<file path="config.mk">
export PLATFORM = sky130hd
export DESIGN_NAME = thiele_exec_observer
export DESIGN_NICKNAME = d
export VERILOG_FILES = /design/src/rtl/thiele_exec_observer.sv
export SDC_FILE = /design/constraint.sdc
export NUM_CORES = 2
export LEC_CHECK = 0
export BUFFER_PORTS_ARGS = -buffer_cell sky130_fd_sc_hd__buf_4
export CAP_MARGIN = 20
export CELL_PAD_IN_SITES_DETAIL_PLACEMENT = 1
export CELL_PAD_IN_SITES_GLOBAL_PLACEMENT = 1
export CORE_ASPECT_RATIO = 1.2
export CORE_MARGIN = 4
export CORE_UTILIZATION = 38
export DETAILED_ROUTE_END_ITERATION = 10
export HOLD_SLACK_MARGIN = 0.03
export PLACE_DENSITY = 0.75
export SKIP_LAST_GASP = 1
export SYNTH_ARGS = -nofsm -noshare
export SYNTH_HDL_FRONTEND = slang
export SYNTH_SLANG_ARGS = --single-unit
</file>
<file path="constraint.sdc">
create_clock -name clk -period 4.7 [get_ports clk]
set_input_delay 0.235 -clock clk [delete_from_list [all_inputs] [get_ports clk]]
set_output_delay 0.235 -clock clk [all_outputs]
set_load 0.005 [all_outputs]
</file>
<file path="src/rtl/thiele_exec_observer.sv">
// thiele_exec_observer
// Watches the Thiele CPU's PC, instruction and counter channels. Each observed
// cycle is folded into a rolling HASH_W-bit digest, and a saturating 64-bit
// mu-total is accumulated alongside it. A run ends either on the halt opcode,
// after a settle window, or when a programmable cycle timeout expires. One
// result record is then offered over a valid/ready handshake.
//
// Optional feature macro: OBS_STALL_DETECT_EN
//   When defined, a run also ends if the PC stays unchanged for STALL_LIMIT
//   cycles while in RUN (status 2'b11).
//   When undefined, there is no stall logic and status 2'b11 is never produced.
//
// Ports
//   clk, rst_n          clock; synchronous active-low reset
//   start               begin a run (IDLE only)
//   timeout_limit       cycle budget, sampled on start (0 = no timeout)
//   obs_en              observation inputs valid this cycle
//   obs_pc, obs_instr   CPU PC and the instruction at that PC
//   obs_ch              NUM_CH counter words; channel k at [k*DATA_W +: DATA_W]
//   mu_inc              mu increment, added when obs_en is high
//   busy                high in RUN and SETTLE
//   result_valid/ready  result record handshake
//   result_status       00 none, 01 halt, 10 timeout, 11 stall
//   result_hash/mu/cycles/pc  final digest, mu-total, elapsed cycles, detect PC

module thiele_exec_observer #(
    parameter int          DATA_W        = 32,
    parameter int          NUM_CH        = 4,
    parameter int          HASH_W        = 256,
    parameter logic [7:0]  HALT_OPCODE   = 8'hFF,
    parameter int          SETTLE_CYCLES = 10,
    parameter int          TIMEOUT_W     = 24,
    parameter logic [31:0] SEED          = 32'hFACEB00C,
    parameter int          STALL_LIMIT   = 64
) (
    input  logic                     clk,
    input  logic                     rst_n,
    input  logic                     start,
    input  logic [TIMEOUT_W-1:0]     timeout_limit,
    input  logic                     obs_en,
    input  logic [DATA_W-1:0]        obs_pc,
    input  logic [DATA_W-1:0]        obs_instr,
    input  logic [NUM_CH*DATA_W-1:0] obs_ch,
    input  logic [DATA_W-1:0]        mu_inc,
    output logic                     busy,
    output logic                     result_valid,
    input  logic                     result_ready,
    output logic [1:0]               result_status,
    output logic [HASH_W-1:0]        result_hash,
    output logic [63:0]              result_mu,
    output logic [TIMEOUT_W-1:0]     result_cycles,
    output logic [DATA_W-1:0]        result_pc
);

    localparam int              LANES       = HASH_W / DATA_W;
    localparam int              NWORDS      = NUM_CH + 2;
    localparam logic [DATA_W-1:0] SEED_W    = DATA_W'(SEED);
    localparam logic [7:0]      SETTLE_INIT = 8'(SETTLE_CYCLES);

    generate
        if ((HASH_W % DATA_W) != 0 || NUM_CH < 1 || NUM_CH > 8 ||
            SETTLE_CYCLES < 1 || SETTLE_CYCLES > 255 || STALL_LIMIT < 1) begin : g_bad_params
            $error("thiele_exec_observer: illegal parameter combination");
        end
    endgenerate

    typedef enum logic [1:0] {
        S_IDLE   = 2'd0,
        S_RUN    = 2'd1,
        S_SETTLE = 2'd2,
        S_DONE   = 2'd3
    } state_t;

    state_t                  r_state, w_state_nxt;

    logic [HASH_W-1:0]       r_lanes;
    logic [63:0]             r_mu;
    logic [TIMEOUT_W-1:0]    r_cycles;
    logic [TIMEOUT_W-1:0]    r_limit;
    logic [7:0]              r_settle;
    logic [DATA_W-1:0]       r_halt_pc;

    logic [1:0]              r_res_status;
    logic [HASH_W-1:0]       r_res_hash;
    logic [63:0]             r_res_mu;
    logic [TIMEOUT_W-1:0]    r_res_cycles;
    logic [DATA_W-1:0]       r_res_pc;

    logic [NWORDS*DATA_W-1:0] w_words;
    logic [DATA_W-1:0]       w_cyc_low;
    logic [HASH_W-1:0]       w_lanes_seed;
    logic [HASH_W-1:0]       w_lanes_abs;
    logic [HASH_W-1:0]       w_lanes_nxt;
    logic [64:0]             w_mu_sum;
    logic [63:0]             w_mu_nxt;
    logic [TIMEOUT_W-1:0]    w_cycles_inc;
    logic [TIMEOUT_W:0]      w_cycles_p1;
    logic                    w_halt_det;
    logic                    w_timeout_det;
    logic                    w_stall_det;
    logic                    w_finish;
    logic [1:0]              w_fin_status;
    logic [DATA_W-1:0]       w_fin_pc;

    // Word list W = {pc, instr, ch0..chN-1}, word 0 in the low bits.
    assign w_words   = {obs_ch, obs_instr, obs_pc};
    assign w_cyc_low = DATA_W'(r_cycles);

    generate
        for (genvar g = 0; g < LANES; g++) begin : g_lane
            localparam int WI = g % NWORDS;
            assign w_lanes_seed[g*DATA_W +: DATA_W] = SEED_W ^ DATA_W'(g);
            assign w_lanes_abs[g*DATA_W +: DATA_W] =
                {r_lanes[g*DATA_W +: DATA_W-1], r_lanes[(g+1)*DATA_W-1]}
                ^ w_words[WI*DATA_W +: DATA_W]
                ^ w_cyc_low;
        end
    endgenerate

    assign w_lanes_nxt = obs_en ? w_lanes_abs : r_lanes;

    // One extra carry bit makes saturation a simple overflow test.
    assign w_mu_sum = {1'b0, r_mu} + {{(65-DATA_W){1'b0}}, mu_inc};
    assign w_mu_nxt = !obs_en     ? r_mu :
                      w_mu_sum[64] ? 64'hFFFF_FFFF_FFFF_FFFF : w_mu_sum[63:0];

    assign w_cycles_inc  = (&r_cycles) ? r_cycles : r_cycles + TIMEOUT_W'(1);
    // Compare one bit wider so a saturated counter can never alias to a limit.
    assign w_cycles_p1   = {1'b0, r_cycles} + (TIMEOUT_W+1)'(1);
    assign w_halt_det    = obs_en && (obs_instr[DATA_W-1 -: 8] == HALT_OPCODE);
    assign w_timeout_det = (r_limit != '0) && (w_cycles_p1 == {1'b0, r_limit});

`ifdef OBS_STALL_DETECT_EN
    localparam int STALL_W = $clog2(STALL_LIMIT + 1);

    logic [STALL_W-1:0] r_stall;
    logic [STALL_W-1:0] w_stall_nxt;
    logic [DATA_W-1:0]  r_prev_pc;

    assign w_stall_nxt = (obs_en && (obs_pc != r_prev_pc)) ? '0 : r_stall + STALL_W'(1);
    assign w_stall_det = (w_stall_nxt == STALL_W'(STALL_LIMIT));

    always_ff @(posedge clk) begin
        if (!rst_n) begin
            r_stall   <= '0;
            r_prev_pc <= '0;
        end else if (r_state == S_IDLE && start) begin
            r_stall   <= '0;
            r_prev_pc <= '0;
        end else if (r_state == S_RUN) begin
            r_stall <= w_stall_nxt;
            if (obs_en) r_prev_pc <= obs_pc;
        end
    end
`else
    assign w_stall_det = 1'b0;
`endif

    always_ff @(posedge clk) begin
        if (!rst_n) r_state <= S_IDLE;
        else        r_state <= w_state_nxt;
    end

    always_comb begin
        w_state_nxt  = r_state;
        w_finish     = 1'b0;
        w_fin_status = 2'b00;
        w_fin_pc     = obs_pc;
        case (r_state)
            S_IDLE: begin
                if (start) w_state_nxt = S_RUN;
            end
            S_RUN: begin
                if (w_halt_det) begin
                    w_state_nxt = S_SETTLE;
                end else if (w_timeout_det) begin
                    w_state_nxt  = S_DONE;
                    w_finish     = 1'b1;
                    w_fin_status = 2'b10;
                end else if (w_stall_det) begin
                    w_state_nxt  = S_DONE;
                    w_finish     = 1'b1;
                    w_fin_status = 2'b11;
                end
            end
            S_SETTLE: begin
                // Last settle cycle: counter is about to reach zero.
                if (r_settle == 8'd1) begin
                    w_state_nxt  = S_DONE;
                    w_finish     = 1'b1;
                    w_fin_status = 2'b01;
                    w_fin_pc     = r_halt_pc;
                end
            end
            S_DONE: begin
                if (result_ready) w_state_nxt = S_IDLE;
            end
            default: w_state_nxt = S_IDLE;
        endcase
    end

    always_ff @(posedge clk) begin
        if (!rst_n) begin
            r_lanes      <= w_lanes_seed;
            r_mu         <= '0;
            r_cycles     <= '0;
            r_limit      <= '0;
            r_settle     <= '0;
            r_halt_pc    <= '0;
            r_res_status <= '0;
            r_res_hash   <= '0;
            r_res_mu     <= '0;
            r_res_cycles <= '0;
            r_res_pc     <= '0;
        end else begin
            case (r_state)
                S_IDLE: begin
                    if (start) begin
                        r_lanes  <= w_lanes_seed;
                        r_mu     <= '0;
                        r_cycles <= '0;
                        r_limit  <= timeout_limit;
                    end
                end
                S_RUN, S_SETTLE: begin
                    r_lanes  <= w_lanes_nxt;
                    r_mu     <= w_mu_nxt;
                    r_cycles <= w_cycles_inc;
                    if (r_state == S_RUN && w_halt_det) begin
                        r_halt_pc <= obs_pc;
                        r_settle  <= SETTLE_INIT;
                    end else if (r_state == S_SETTLE) begin
                        r_settle <= r_settle - 8'd1;
                    end
                end
                default: ;
            endcase

            // The finishing cycle is absorbed, so the record takes the next-state values.
            if (w_finish) begin
                r_res_status <= w_fin_status;
                r_res_hash   <= w_lanes_nxt;
                r_res_mu     <= w_mu_nxt;
                r_res_cycles <= w_cycles_inc;
                r_res_pc     <= w_fin_pc;
            end
        end
    end

    assign busy          = (r_state == S_RUN) || (r_state == S_SETTLE);
    assign result_valid  = (r_state == S_DONE);
    assign result_status = r_res_status;
    assign result_hash   = r_res_hash;
    assign result_mu     = r_res_mu;
    assign result_cycles = r_res_cycles;
    assign result_pc     = r_res_pc;

endmodule
</file>
==> reports/summary.md <==
* **status** finished clean
* **largest stage delay on the critical path** 0.48 ns
* **cell types with the highest counts after synthesis** dfxtp_1, nor2_1, nand2_1, a21oi_1, xnor2_1
* **dominant delay contributor by cell family on the critical path** simple AND/OR/NAND/NOR gates
* **DIE WIDTH** 297 um
* **flip-flop cell with the highest count after synthesis** dfxtp_1
* **arrival time of the worst setup path** 4.81 ns
* **gate count of the mapped netlist** 4698
* **Num CTS Buffers** 88
* **depth of the CTS H-tree** 3
* **Vias per Instance** 5.57
* **net count after synthesis** 4991
* **final hold violation count** 0
* **Avg Inst Size Synth** 8.11 um^2
* **wire length per cell after detailed routing** 24.0 um
* **setup_tns** 0 ns
* **Syn. warnings** 0
* **Post-Layout Cell Count** 6590
* **ratio of total power to cell area** 449 nW/um^2
* **proportion of layout cells with a drive suffix above 1** 18.4%
* **instance area after placement** 43900 um^2
* **most numerous cell in the Yosys netlist** dfxtp_1
* **Bufs on Longest Clock Path** 3
* **height of the chip** 355 um
* **overall overflow remaining after global route** 0
* **Final setup violation count** 0
* **setup repair after global routing missed its margin** false
* **post-layout min period** 4.32 ns
* **via count of the first global-routing pass** 37600
* **TritonRoute pass-1 iters** 5
* **placer's final routability congestion estimate** 0.892
* **global-route usage over all layers** 28.6%
* **Inst Count DP** 6327
* **Design Power** 21.5 mW
* **area of the core** 99000 um^2
* **maximum net fanout on the critical path** 72
* **number of I/O pins** 633
* **area growth from synthesis to layout** 25.6%
* **Routed WL** 158000 um
* **worst-case clock skew** 0.0230 ns
* **clock network latency to the later pin of the worst-skew pair** 0.66 ns
* **detailed-placement wirelength estimate** 109000 um
* **total buffers and inverters traversed by the critical path** 2
* **leakage component of the power** 18.1 nW
* **clock-pin transition on the worst setup and hold timing paths** 0.06 ns
* **series of cell instances along the critical path** buf_4 -> and4_1 -> nand4_2 -> or3_1 -> and3_1 -> or4_1 -> nor4_2 -> nand4_2 -> and2_4 -> buf_12 -> nor2_1 -> nor3_1
* **Filler Cells Inserted** 11800
* **count of flip-flops with a built-in enable after synthesis** 0
* **Crit path top cell by count** nand4_2
* **measured slew at the worst slew-check pin** 1.04 ns
* **Synth area leaders** dfxtp_1, xnor2_1, nor2_1
* **nets@finish** 5516
* **Crit. End Element** flop
* **number of DRC markers after the initial detailed-route iteration** 2193
* **initial core utilization** 38.5%
* **category of the worst setup path launch point** flop
* **Seq/Total Area, Yosys** 41.4%
* **number of vias in the routed layout** 36700
* **async set-reset flop share out of synthesis** 0%
* **number of nets still failing antenna checks after routing** 0
* **CTS sink cnt** 788
* **headroom to the max-slew limit** 30.3%
* **Worst VDD drop** 599 uV
* **FF+latch count, synth** 788
* **largest net degree at the start of global routing** 170
* **num rows** 126
* **share of the synthesized area in the top cell type** 41.4%
* **Final Max Slew Viols** 0
* **largest area contributor in the synthesized netlist** dfxtp_1
* **clk root buf** clkbuf_16
* **wire length of the first global-routing pass** 236000 um
* **TritonCTS clock tree** yes
* **maximum clock frequency** 232 MHz
* **PortBufs** 632
* **Setup Fix Bufs, Post-CTS** 0
* **number of DRC violations after detailed routing** 0
* **Worst EP required** 5.19 ns
* **Post-Synthesis Cell Area** 38100 um^2
* **type of the setup path with the least slack** reg -> reg
* **initial antenna violation count** 20
* **final cycle utilization of the critical path** 91.9%
* **maxcap violations** 0
* **die area** 105000 um^2
* **class of the most critical hold timing path** in -> reg
* **master of the slowest instance on the critical path** and2_4
* **design area** 47900 um^2
* **number of unique standard cell types used by synthesis** 75
final timing paths:
| check | end | startpoint | cells after the start | slack [ns] |
|---|---|---|---|---|
| worst min register to register | result_hash[90] | result_hash[90] | 2 | 0.45 |
| worst max-delay path | result_hash[87] | r_cycles[6] | 12 | 0.38 |
| worst max register to register | result_hash[87] | r_cycles[6] | 12 | 0.38 |
| worst min-delay path | result_hash[59] | obs_instr[27] | 5 | 0.06 |
cell families (layout without fill, tap and decap cells):
family          Yosys count  count (layout)  share of synthesized area, %
simple gates           1694            1694                          18.7
compound gates         1068            1068                          16.9
flops                   788             788                          41.4
xor+xnor                481             481                          11.1
buf+inv                 394             988                          4.17
mux                     232             232                          6.37
fa+ha+maj                41              41                          1.36
other cells               0              18                             0
stage by stage:
| step | worst slack [ns] | util, % | hold WS [ns] |
|---|---|---|---|
| 2_1_floorplan | 1.26 | - | 0.371 |
| 3_3_place_gp | 0.475 | 44.3 | 0.439 |
| 3_5_place_dp | 0.391 | 44.3 | 0.446 |
| 4_1_cts | 0.370 | 48.3 | 0.0318 |
| 5_1_grt | 0.0931 | 48.3 | 0.0643 |
| 6_report | 0.381 | 48.3 | 0.0619 |
routing by layer:
metal	up-vias	wire [um]	track usage (%)	part of all wire, %
li1	17200	-	-	-
met1	18100	64200	34.1	41
met2	1061	76200	49.4	48
met3	312	9470	5.94	6.0
met4	2	8410	13.6	5.3
met5	-	11	0	0.0069
power by group:
part,total [mW],internal [mW],switching (mW)
clock,7.39,4.38,3.01
sequential,7.86,7.27,0.593
combinational,6.25,2.22,4.03
total,21.5,13.9,7.63
cells in the final DEF (no fill, tap or decap), drive strengths merged, types with 13 or more instances in the layout:
master / instances
a211oi: 154
a21o: 26
a21oi: 456
a22oi: 49
a31oi: 23
and2: 17
and3: 24
buf: 718
clkbuf: 124
clkinv: 14
dfxtp: 788
diode: 18
dlygate4sd3: 86
ha: 39
inv: 31
mux2: 85
mux2i: 147
nand2: 558
nand3: 50
nand4: 42
nor2: 764
nor3: 157
nor4: 22
o211ai: 13
o21ai: 129
o22ai: 137
xnor2: 453
xor2: 28
flip-flops by register name (all words and copies together), names as in the netlist:
name,flops
r_mu,64
r_limit,24
result_mu,64
result_hash,256
r_halt_pc,32
result_status,2
result_pc,32
r_settle,8
r_lanes,256
result_cycles,24
r_cycles,24
r_state,2
timing repair:
| action | CTS | global route |
|---|---|---|
| hold endpoints to repair | 152 | 0 |
| hold buffers | 86 | 0 |
| gates resized for setup | 0 | 0 |
worst reg2reg max path: cells and delay by family, from the launching register on:
kind,cells,cell delay [ns]
buf+inv,2,0.73
flops,1,0.34
simple gates,10,3.08
area by class of cell:
class / instances / area (um^2) / share of cell area [%]
Tap cell: 1280 / 1600 / 3.35
Clock inverter: 35 / 517 / 1.08
Inverter: 25 / 101 / 0.212
Multi-Input combinational cell: 3516 / 20800 / 43.5
Antenna cell: 18 / 45.0 / 0.0941
Timing Repair Buffer: 804 / 6490 / 13.6
Sequential cell: 788 / 15800 / 33.0
Clock buffer: 124 / 2540 / 5.30
Note: power is estimated with default switching activity, not from simulation.
